**src/rtl/register_32_pkg.sv**
```systemverilog
// Shared constants for the PA-RISC register file storage.
// Each architectural register is one register_32 instance.
package register_32_pkg;

  localparam int          REG_WIDTH = 32;
  localparam logic [31:0] REG_RESET = 32'h0000_0000;

endpackage

```
**src/rtl/register_32_dff_le.sv**
```systemverilog
// Single-bit flop with synchronous load enable and async active-high clear.
// Clear takes priority over load.
module dff_le #(
  parameter logic RST_VAL = 1'b0
) (
  input  logic i_clk,
  input  logic i_clr,
  input  logic i_le,
  input  logic i_d,
  output logic o_q
);

  logic r_q;

  always_ff @(posedge i_clk or posedge i_clr) begin
    if (i_clr) begin
      r_q <= RST_VAL;
    end else if (i_le) begin
      r_q <= i_d;
    end
  end

  assign o_q = r_q;

endmodule

```
**src/rtl/register_32.sv**
```systemverilog
// WIDTH-bit storage register: one dff_le per bit, shared enable and clear.
// Q comes straight from the flops; only Clr reaches it without a clock.
module register_32
  import register_32_pkg::*;
#(
  parameter int               WIDTH       = REG_WIDTH,
  parameter logic [WIDTH-1:0] RESET_VALUE = WIDTH'(REG_RESET)
) (
  input  logic             Clk,
  input  logic             Clr,
  input  logic             LE,
  input  logic [WIDTH-1:0] D,
  output logic [WIDTH-1:0] Q
);

  logic [WIDTH-1:0] w_q;

  for (genvar i = 0; i < WIDTH; i++) begin : g_bit
    dff_le #(
      .RST_VAL (RESET_VALUE[i])
    ) u_bit (
      .i_clk (Clk),
      .i_clr (Clr),
      .i_le  (LE),
      .i_d   (D[i]),
      .o_q   (w_q[i])
    );
  end

  assign Q = w_q;

endmodule

```
**config.mk**
```make
export PLATFORM = sky130hd
export DESIGN_NAME = register_32
export DESIGN_NICKNAME = d
export VERILOG_FILES = /design/src/rtl/register_32_pkg.sv /design/src/rtl/register_32_dff_le.sv /design/src/rtl/register_32.sv
export SDC_FILE = /design/constraint.sdc
export NUM_CORES = 1
export LEC_CHECK = 0
export CAP_MARGIN = 0
export CORE_UTILIZATION = 40
export CTS_CLUSTER_SIZE = 10
export DETAILED_ROUTE_END_ITERATION = 16
export DONT_BUFFER_PORTS = 1
export SLEW_MARGIN = 40
export SYNTH_ARGS = -nofsm -noshare
export SYNTH_HDL_FRONTEND = slang
export SYNTH_SLANG_ARGS = --single-unit
```
**constraint.sdc**
```tcl
create_clock -name Clk -period 1.1 [get_ports Clk]
set_input_delay 0.22 -clock Clk [delete_from_list [all_inputs] [get_ports Clk]]
set_output_delay 0.22 -clock Clk [all_outputs]
set_load 0.005 [all_outputs]
```
# Yosys cells after proc, flatten, opt, wreduce, memory -nomap -nowiden
# Cells that the tools add are included.
# word_totals
wordCells	32
regBits	32
out_inout_bits	32

# Logic depth before layout (Yosys ltp)
# Gate-level depths: netlist (run 1).
# depth
word_depth	0
ltp_mapped	3
depth_no_buf	1

# Cells and area by module
# Synthesis (run 1) repeated with hierarchy kept, for this count alone.
# unflattened
hier_cells	96
area_unflattened_um2	1401.3
# modules_own_cells
mod	cells_each	instances	area_per_inst_um2
dff_le	3	32	43.8

# Worst setup path before layout (run 1)
# OpenSTA, ideal clock, no wires.
# synth_path
path_kind	input -> register
from	in LE
to	reg g_bit[0].u_bit.r_q
path_stages	3
path_buffers	2
setup_ns	0.125
slack_ns	0.213
arrival_ns	0.762
path_cell_list	buf_6 -> buf_12 -> mux2_4
# synth_lines
element	line	rtl
start: declaration	register_32.sv:11	input logic LE,
end signal: assignment	register_32_dff_le.sv:19	r_q <= i_d;
end: declaration	register_32_dff_le.sv:13	logic r_q;
# No word-level cell between the ends.

# Worst setup path after layout (run 1)
# layout_path
from	reg g_bit[24].u_bit.r_q
to	out Q[24]
# layout_lines
element	line	rtl
start: declaration	register_32_dff_le.sv:13	
start signal: assignment	register_32_dff_le.sv:19	
end: declaration	register_32.sv:13	output logic [WIDTH-1:0] Q
# No word-level cell between the ends.

==> impl_summary.txt, run 1 <==
----------------------------------------------------
[Floorplanning]
  Die Y ... about 65 microns
  Total core area ... 0.003744 sq mm
  Die outline width ... around 65 microns
  I/O Pins ... between 60 and 70
  Starting density of the core ... ~42%
  Row Count ... 22
  Overall die area ... ~0.0042 sq mm

[Global route]
  Pin count of the biggest net entering global routing ... 33
  Via count of the first global-routing pass ... about 700
  Combined global-route utilization of all metal layers ... between 10% and 20%
  Remaining global-route overflow ... 0
  First-pass GRT wire length ... around 3300 microns
  Number of antenna violations at the first check in global routing ... 0

[Timing]
  Slew Limit Fails ... 0
  Final worst path period share ... just over 80%
  Final Hold Fails ... 0
  Post-Route Skew ... 0 ns
  Final setup violation count ... 0
  Unrepaired setup endpoints after global routing ... no
  Achievable clock frequency ... 1110 MHz
  Min setup slack post-route ... between 0.15 and 0.2 ns
  Final Critical Period ... between 0.9 and 1 ns
  Headroom to the max-slew limit ... between 70% and 80%
  Pin slew with the least headroom to its limit ... 0.3949 ns
  Worst hold slack ... approximately 0.085 ns
  Setup tns final ... 0 ns

[Pwr]
  Static leakage power ... around 0.7 nW
  Register share of total power ... 54.2%
  Share of total power in combinational logic ... 8.9%
  Power density over the cells ... 1770 mW/mm^2
  Share of power burned in the clock network ... 36.9%
  Switching power total ... about 0.54 mW
  P_int ... ~2.0 mW
  Peak supply drop ... ~0.63 mV
  Switching power share of the total ... a little over a fifth

[Placement]
  Placer congestion estimate ... about 0.67
  Post-Place Setup Slack ... just over 0.3 ns
  DP HPWL ... about 1500 microns
  I/O Buffers ... 0

[Routing]
  Initial detailed-routing violation count ... 14
  Highest routed metal layer ... met4
  Post-detailed-routing wire length ... roughly 2200 microns
  ANT nets after route ... 0
  Total iterations of the first detailed-routing run ... 4
  Routed wl met2 ... between 1000 and 1500 microns
  Vias ... approximately 580
  Number of DRC violations after detailed routing ... 0
  WL met3 ... 224 microns
  Routed len/inst ... approximately 18 microns
  Detailed-route vias per instance ... between 4 and 5
  Post-Route M1 WL ... between 800 and 900 microns

[Clock tree]
  Clock Latency Late Sink ... roughly 0.28 ns
  Num Clock Sinks ... 32
  Number of buffers on the longest clock path ... 2
  TritonCTS clock tree ... built
  Buffers inserted during post-CTS setup optimization ... 0
  H-tree depth reported by CTS ... 2
  Clock transition at the registers of the reported paths ... 0.06 ns
  Number of buffers created by CTS ... 5
  Root buffer cell ... clkbuf_8

[Logic synthesis]
  Share of the synthesized area in the top cell type ... approximately 50%
  Post-Syn Nets ... 136
  Most instantiated cells after synthesis ... buf_4, dfrtp_1, mux2_4
  Number of distinct standard cells referenced by the synthesized netlist ... 7
  Syn Inst Count ... around 100
  Seq/Total Area, Yosys ... just over 50%
  Average footprint of a synthesized cell ... between 15 and 20 sq um
  Post-synth top area cell ... dfrtp_1
  Post-synth design cell area ... between 0.0015 and 0.002 sq mm
  Top flip-flop cell by instance count after synthesis ... dfrtp_1
  Count of yosys warnings during synthesis ... 0
  Number of synthesized flops with an enable pin ... 0
  Share of flip-flops with an asynchronous set or reset ... 100.0%
  Largest cells by area after synthesis ... dfrtp_1, mux2_4, buf_4
  Flops & latches, synth ... 32

[Critical path]
  Critical path peak fanout ... 2
  Required arrival time at the worst endpoint ... 0.88 ns
  Endpoint class of the critical path ... primary output
  Worst Setup Start Kind ... flop
  Kind of critical path ... flop to primary output
  Worst endpoint data arrival time ... around 0.68 ns

[Final layout]
  Max FFs per register ... 32
  Share of final-layout standard cells stronger than drive strength 1 ... 54.05%
  Fill cell instance count of the final layout ... ~370
  Number of diodes ... 0
  Number of nets in the layout ... 109
  Core Util, Final ... about two fifths
  Area Growth Syn to Fin ... -8.662%

[Flow run]
  Max-cap violation count ... 0

[Outcome]
  Outcome ... complete, no violations

[Hold path]
  Path type of the worst min-delay path ... primary input to flop

----------------------------------------------------
## cells in the final DEF (no fill, tap or decap), drive strengths merged
| master | instances |
|---|---|
| buf | 1 |
| clkbuf | 7 |
| dfrtp | 32 |
| dlygate4sd3 | 1 |
| inv | 1 |
| mux2 | 32 |
## logic make-up after synthesis
logic type	after synthesis	synth area share (%)
buffers and inverters	37	19.84
flip-flops	32	50.39
multiplexers	32	29.76
## power groups by stage
stage | registers, mW | logic (mW) | clock network (mW)
floorplan | 1.36 | 0.442 | 0
global placement | 1.41 | 0.221 | 0
detailed placement | 1.41 | 0.230 | 0
CTS | 1.39 | 0.235 | 0.981
global route | 1.40 | 0.248 | 1.05
finish | 1.39 | 0.229 | 0.948
## worst paths after layout
check	startpoint	to	slack [ns]	cells after the start
setup / recovery	g_bit[24].u_bit.o_q	Q[24]	0.20	0
max in group asynchronous	Clr	g_bit[16].u_bit.o_q	0.35	3
hold / removal	D[4]	g_bit[4].u_bit.o_q	0.08	1
setup reg to reg	g_bit[24].u_bit.o_q	g_bit[24].u_bit.o_q	0.31	1
hold reg to reg	g_bit[8].u_bit.o_q	g_bit[8].u_bit.o_q	0.54	1
min in group asynchronous	Clr	g_bit[22].u_bit.o_q	0.47	3
## final cells by class
cell class,count,area (sq um),share of cell area (%)
Sequential cell,32,800.8,55.17
Multi-Input combinational cell,32,473.0,32.59
Tap cell,48,60.06,4.138
Inverter,1,3.754,0.2586
Clock buffer,7,96.34,6.638
Timing Repair Buffer,2,17.52,1.207
## metal layers
layer  up-vias  GRT usage (%)
met5         -              0
met4         0          6.522
met3         4          6.514
met2        39          16.67
met1       289          11.87
li1        245              -
## what timing repair did
action                                 CTS  global route
resized for setup                        0             0
hold buffers                             1             0
endpoints found under the hold margin   32             0
## stage by stage
step | power [mW] | area, sq um | instances
detailed placement | 1.642 | 1345 | 114
finish | 2.569 | 1451 | 122
global placement | 1.631 | 1345 | 114
CTS | 2.609 | 1451 | 122
global route | 2.698 | 1451 | 122
floorplan | 1.804 | 1589 | 101
(Power assumes the default switching activity.)
==> run 2: changes to the inputs <==
==> constraint.sdc (replaced) <==
create_clock -name Clk -period 0.8 [get_ports Clk]
set_input_delay 0.16 -clock Clk [delete_from_list [all_inputs] [get_ports Clk]]
set_output_delay 0.16 -clock Clk [all_outputs]
set_load 0.005 [all_outputs]
==> impl_summary.txt, run 2 (synthesis results as in run 1) <==
----------------------------------------------------
[Outcome]
  Outcome ... finished, violations left
  Failing checks ... setup timing

[Pwr]
  Peak supply drop ... 1.017 mV (+63%)
  Switching power share of the total ... 21.00% (-0.033 points)
  Static leakage power ... 0.9609 nW (+39%)
  Power density over the cells ... 1942 mW/mm^2 (+9.7%)
  P_int ... 2.992 mW (+48%)
  Share of power burned in the clock network ... 27.4% (-9.5 points)
  Switching power total ... 0.7955 mW (+47%)
  Share of total power in combinational logic ... 22.0% (+13 points)
  Register share of total power ... 50.5% (-3.7 points)

[Critical path]
  Total buffers and inverters traversed by the critical path ... 1
  Worst Setup Start Kind ... flop
  Required arrival time at the worst endpoint ... 0.64 ns (-0.24 ns)
  Critical path peak fanout ... 2 (unchanged)
  Critical path depth ... 1 (+1)
  Worst endpoint data arrival time ... 0.80 ns (+0.12 ns)
  Critical path cell sequence ... buf_6
  Library cell contributing the largest single delay on the critical path ... dfrtp_1
  Delay-heaviest family, CP ... flip-flops
  Kind of critical path ... flop to primary output
  Endpoint class of the critical path ... primary output
  Peak per-stage delay on the critical path ... ~0.4 ns
  Cell count of the worst reg-to-reg path ... 2 (+1)

[Global route]
  Combined global-route utilization of all metal layers ... 13.37% (+2.3 points)
  First-pass GRT wire length ... 3967 microns (+21%)
  Remaining global-route overflow ... 0 (unchanged)
  Grt met1 use ... 13.63% (+1.8 points)
  Pin count of the biggest net entering global routing ... 33 (unchanged)
  Most heavily used metal layer in global routing ... met2
  Via count of the first global-routing pass ... 823 (+17%)
  Global routing met3 resource utilization ... 6.866% (+0.35 points)
  Number of antenna violations at the first check in global routing ... 0 (unchanged)
  Met2 Track Usage GR ... 22.79% (+6.1 points)

[Final layout]
  Fill cell instance count of the final layout ... 334 (-8.7%)
  Area Growth Syn to Fin ... 22.76%
  Share of final-layout standard cells stronger than drive strength 1 ... 72.73% (+19 points)
  Leading cell types in the layout, fill and taps excluded ... buf_6, dfrtp_1, mux2_4
  Number of diodes ... 0 (unchanged)
  Number of nets in the layout ... 158 (+45%)
  Core Util, Final ... 52.11% (+13 points)
  Max FFs per register ... 32 (unchanged)
  Number of cells in the finished layout apart from fillers ... 169 (+39%)
  Post-route design area ... 0.001951 sq mm (+34%)
  Most common cell after layout, fill and taps aside ... buf_6

[Routing]
  Initial detailed-routing violation count ... 28 (+14)
  Vias ... 763 (+32%)
  Detailed-route vias per instance ... 4.515 (-4.5%)
  Number of DRC violations after detailed routing ... 0 (unchanged)
  Total iterations of the first detailed-routing run ... 3 (-1)
  Routed len/inst ... 15.61 microns (-13%)
  Post-detailed-routing wire length ... 2638 microns (+20%)
  ANT nets after route ... 0 (unchanged)

[Timing]
  Final Critical Period ... around 0.96 ns
  Slew Limit Fails ... 0 (unchanged)
  Unrepaired setup endpoints after global routing ... yes
  Min setup slack post-route ... -0.1597 ns (-0.3588 ns)
  Final Hold Fails ... 0 (unchanged)
  Headroom to the max-slew limit ... 89.64% (+16 points)
  Final setup violation count ... 53 (+53)
  Final worst path period share ... 120.0%
  Pin slew with the least headroom to its limit ... 0.1555 ns (-0.2395 ns)
  Achievable clock frequency ... between 1000 and 1500 MHz
  Post-Route Skew ... 0 ns (unchanged)

[Clock tree]
  Clock transition at the registers of the reported paths ... 0.06 ns (about the same)
  TritonCTS clock tree ... built
  Number of buffers created by CTS ... 5 (unchanged)
  Root buffer cell ... clkbuf_8
  Num Clock Sinks ... 32 (unchanged)
  Clock Latency Late Sink ... 0.27 ns (about the same)
  H-tree depth reported by CTS ... 2 (unchanged)
  Number of buffers on the longest clock path ... 2 (unchanged)

[Floorplanning]
  Die outline width ... 65.03 microns (unchanged)
  Starting density of the core ... 42.45% (unchanged)
  Row Count ... 22 (unchanged)
  I/O Pins ... 67 (unchanged)
  Total core area ... 0.003744 sq mm (unchanged)
  Overall die area ... 0.004229 sq mm (unchanged)
  Die Y ... 65.03 microns (unchanged)

[Placement]
  DP HPWL ... 1673 microns (+15%)
  I/O Buffers ... 0 (unchanged)
  Post-Place Setup Slack ... 0.01973 ns (-0.2919 ns)
  Placer congestion estimate ... 0.6217 (-7.8%)
  Cell area reported after detailed placement ... 0.001572 sq mm (+17%)
  Count of placed standard cells including taps ... 142 (+25%)

[Hold path]
  Min-Delay Path Depth ... 1 (unchanged)
  Path type of the worst min-delay path ... primary input to flop

[Flow run]
  Max-cap violation count ... 0 (unchanged)

----------------------------------------------------
-- run 2: cell types whose count changed in the layout (fill, tap and decap cells not counted) --
cell	delta
clkinvlp_4	+1
clkbuf_8	-2
buf_4	+10
buf_6	+38
inv_1	-1
buf_12	+1
-- run 2: power by group through the flow --
| stage | Sequential, mW | Clock (mW) | Combinational (mW) |
|---|---|---|---|
| 6_report | 1.91 | 1.04 | 0.834 |
| 4_1_cts | 1.90 | 1.10 | 0.754 |
| 3_3_place_gp | 1.90 | 0 | 0.551 |
| 2_1_floorplan | 1.87 | 0 | 0.613 |
| 5_1_grt | 1.93 | 1.16 | 0.885 |
| 3_5_place_dp | 1.91 | 0 | 0.564 |
-- run 2: what timing repair did --
item | in CTS | in global routing
buffers inserted | 13 | 8
hold buffers | 1 | 0
pin swaps | 0 | 0
endpoints found under the setup margin | 32 | 49
gates resized for setup | 28 | 10
hold endpoints to repair | 32 | 0
cloned | 0 | 0
-- run 2: final timing paths --
| kind | slack (ns) | startpoint | to |
|---|---|---|---|
| worst max-delay path | -0.16 | g_bit[10].u_bit.o_q | Q[10] |
| worst min-delay path | 0.03 | D[14] | g_bit[14].u_bit.o_q |
| worst max register to register | -0.11 | g_bit[10].u_bit.o_q | g_bit[10].u_bit.o_q |
| worst min register to register | 0.53 | g_bit[22].u_bit.o_q | g_bit[22].u_bit.o_q |
| max in group asynchronous | 0.17 | Clr | g_bit[19].u_bit.o_q |
| min in group asynchronous | 0.27 | Clr | g_bit[4].u_bit.o_q |
-- run 2: layer usage --
metal	vias to the layer above	wire, microns
li1	340	-
met4	0	42
met5	-	0
met1	381	957
met3	6	201
met2	36	1437
-- run 2: stage by stage --
| step | power (mW) | TNS, ns | hold WS [ns] |
|---|---|---|---|
| 3_5_place_dp | 2.471 | 0 | -0.05986 |
| 6_report | 3.787 | -5.958 | 0.03292 |
| 2_1_floorplan | 2.486 | -0.6086 | 0.08837 |
| 4_1_cts | 3.754 | -5.635 | 0.01945 |
| 3_3_place_gp | 2.452 | 0 | -0.06334 |
| 5_1_grt | 3.976 | -7.464 | 0.01494 |
-- run 2: layout make-up --
type	instances	area [sq um]	share of cell area [%]
inverter	1	7.507	0.3849
multi-input combinational	32	473.0	24.25
clock buffer	5	68.82	3.528
timing repair buffer	51	540.5	27.71
tap	48	60.06	3.079
sequential	32	800.8	41.05
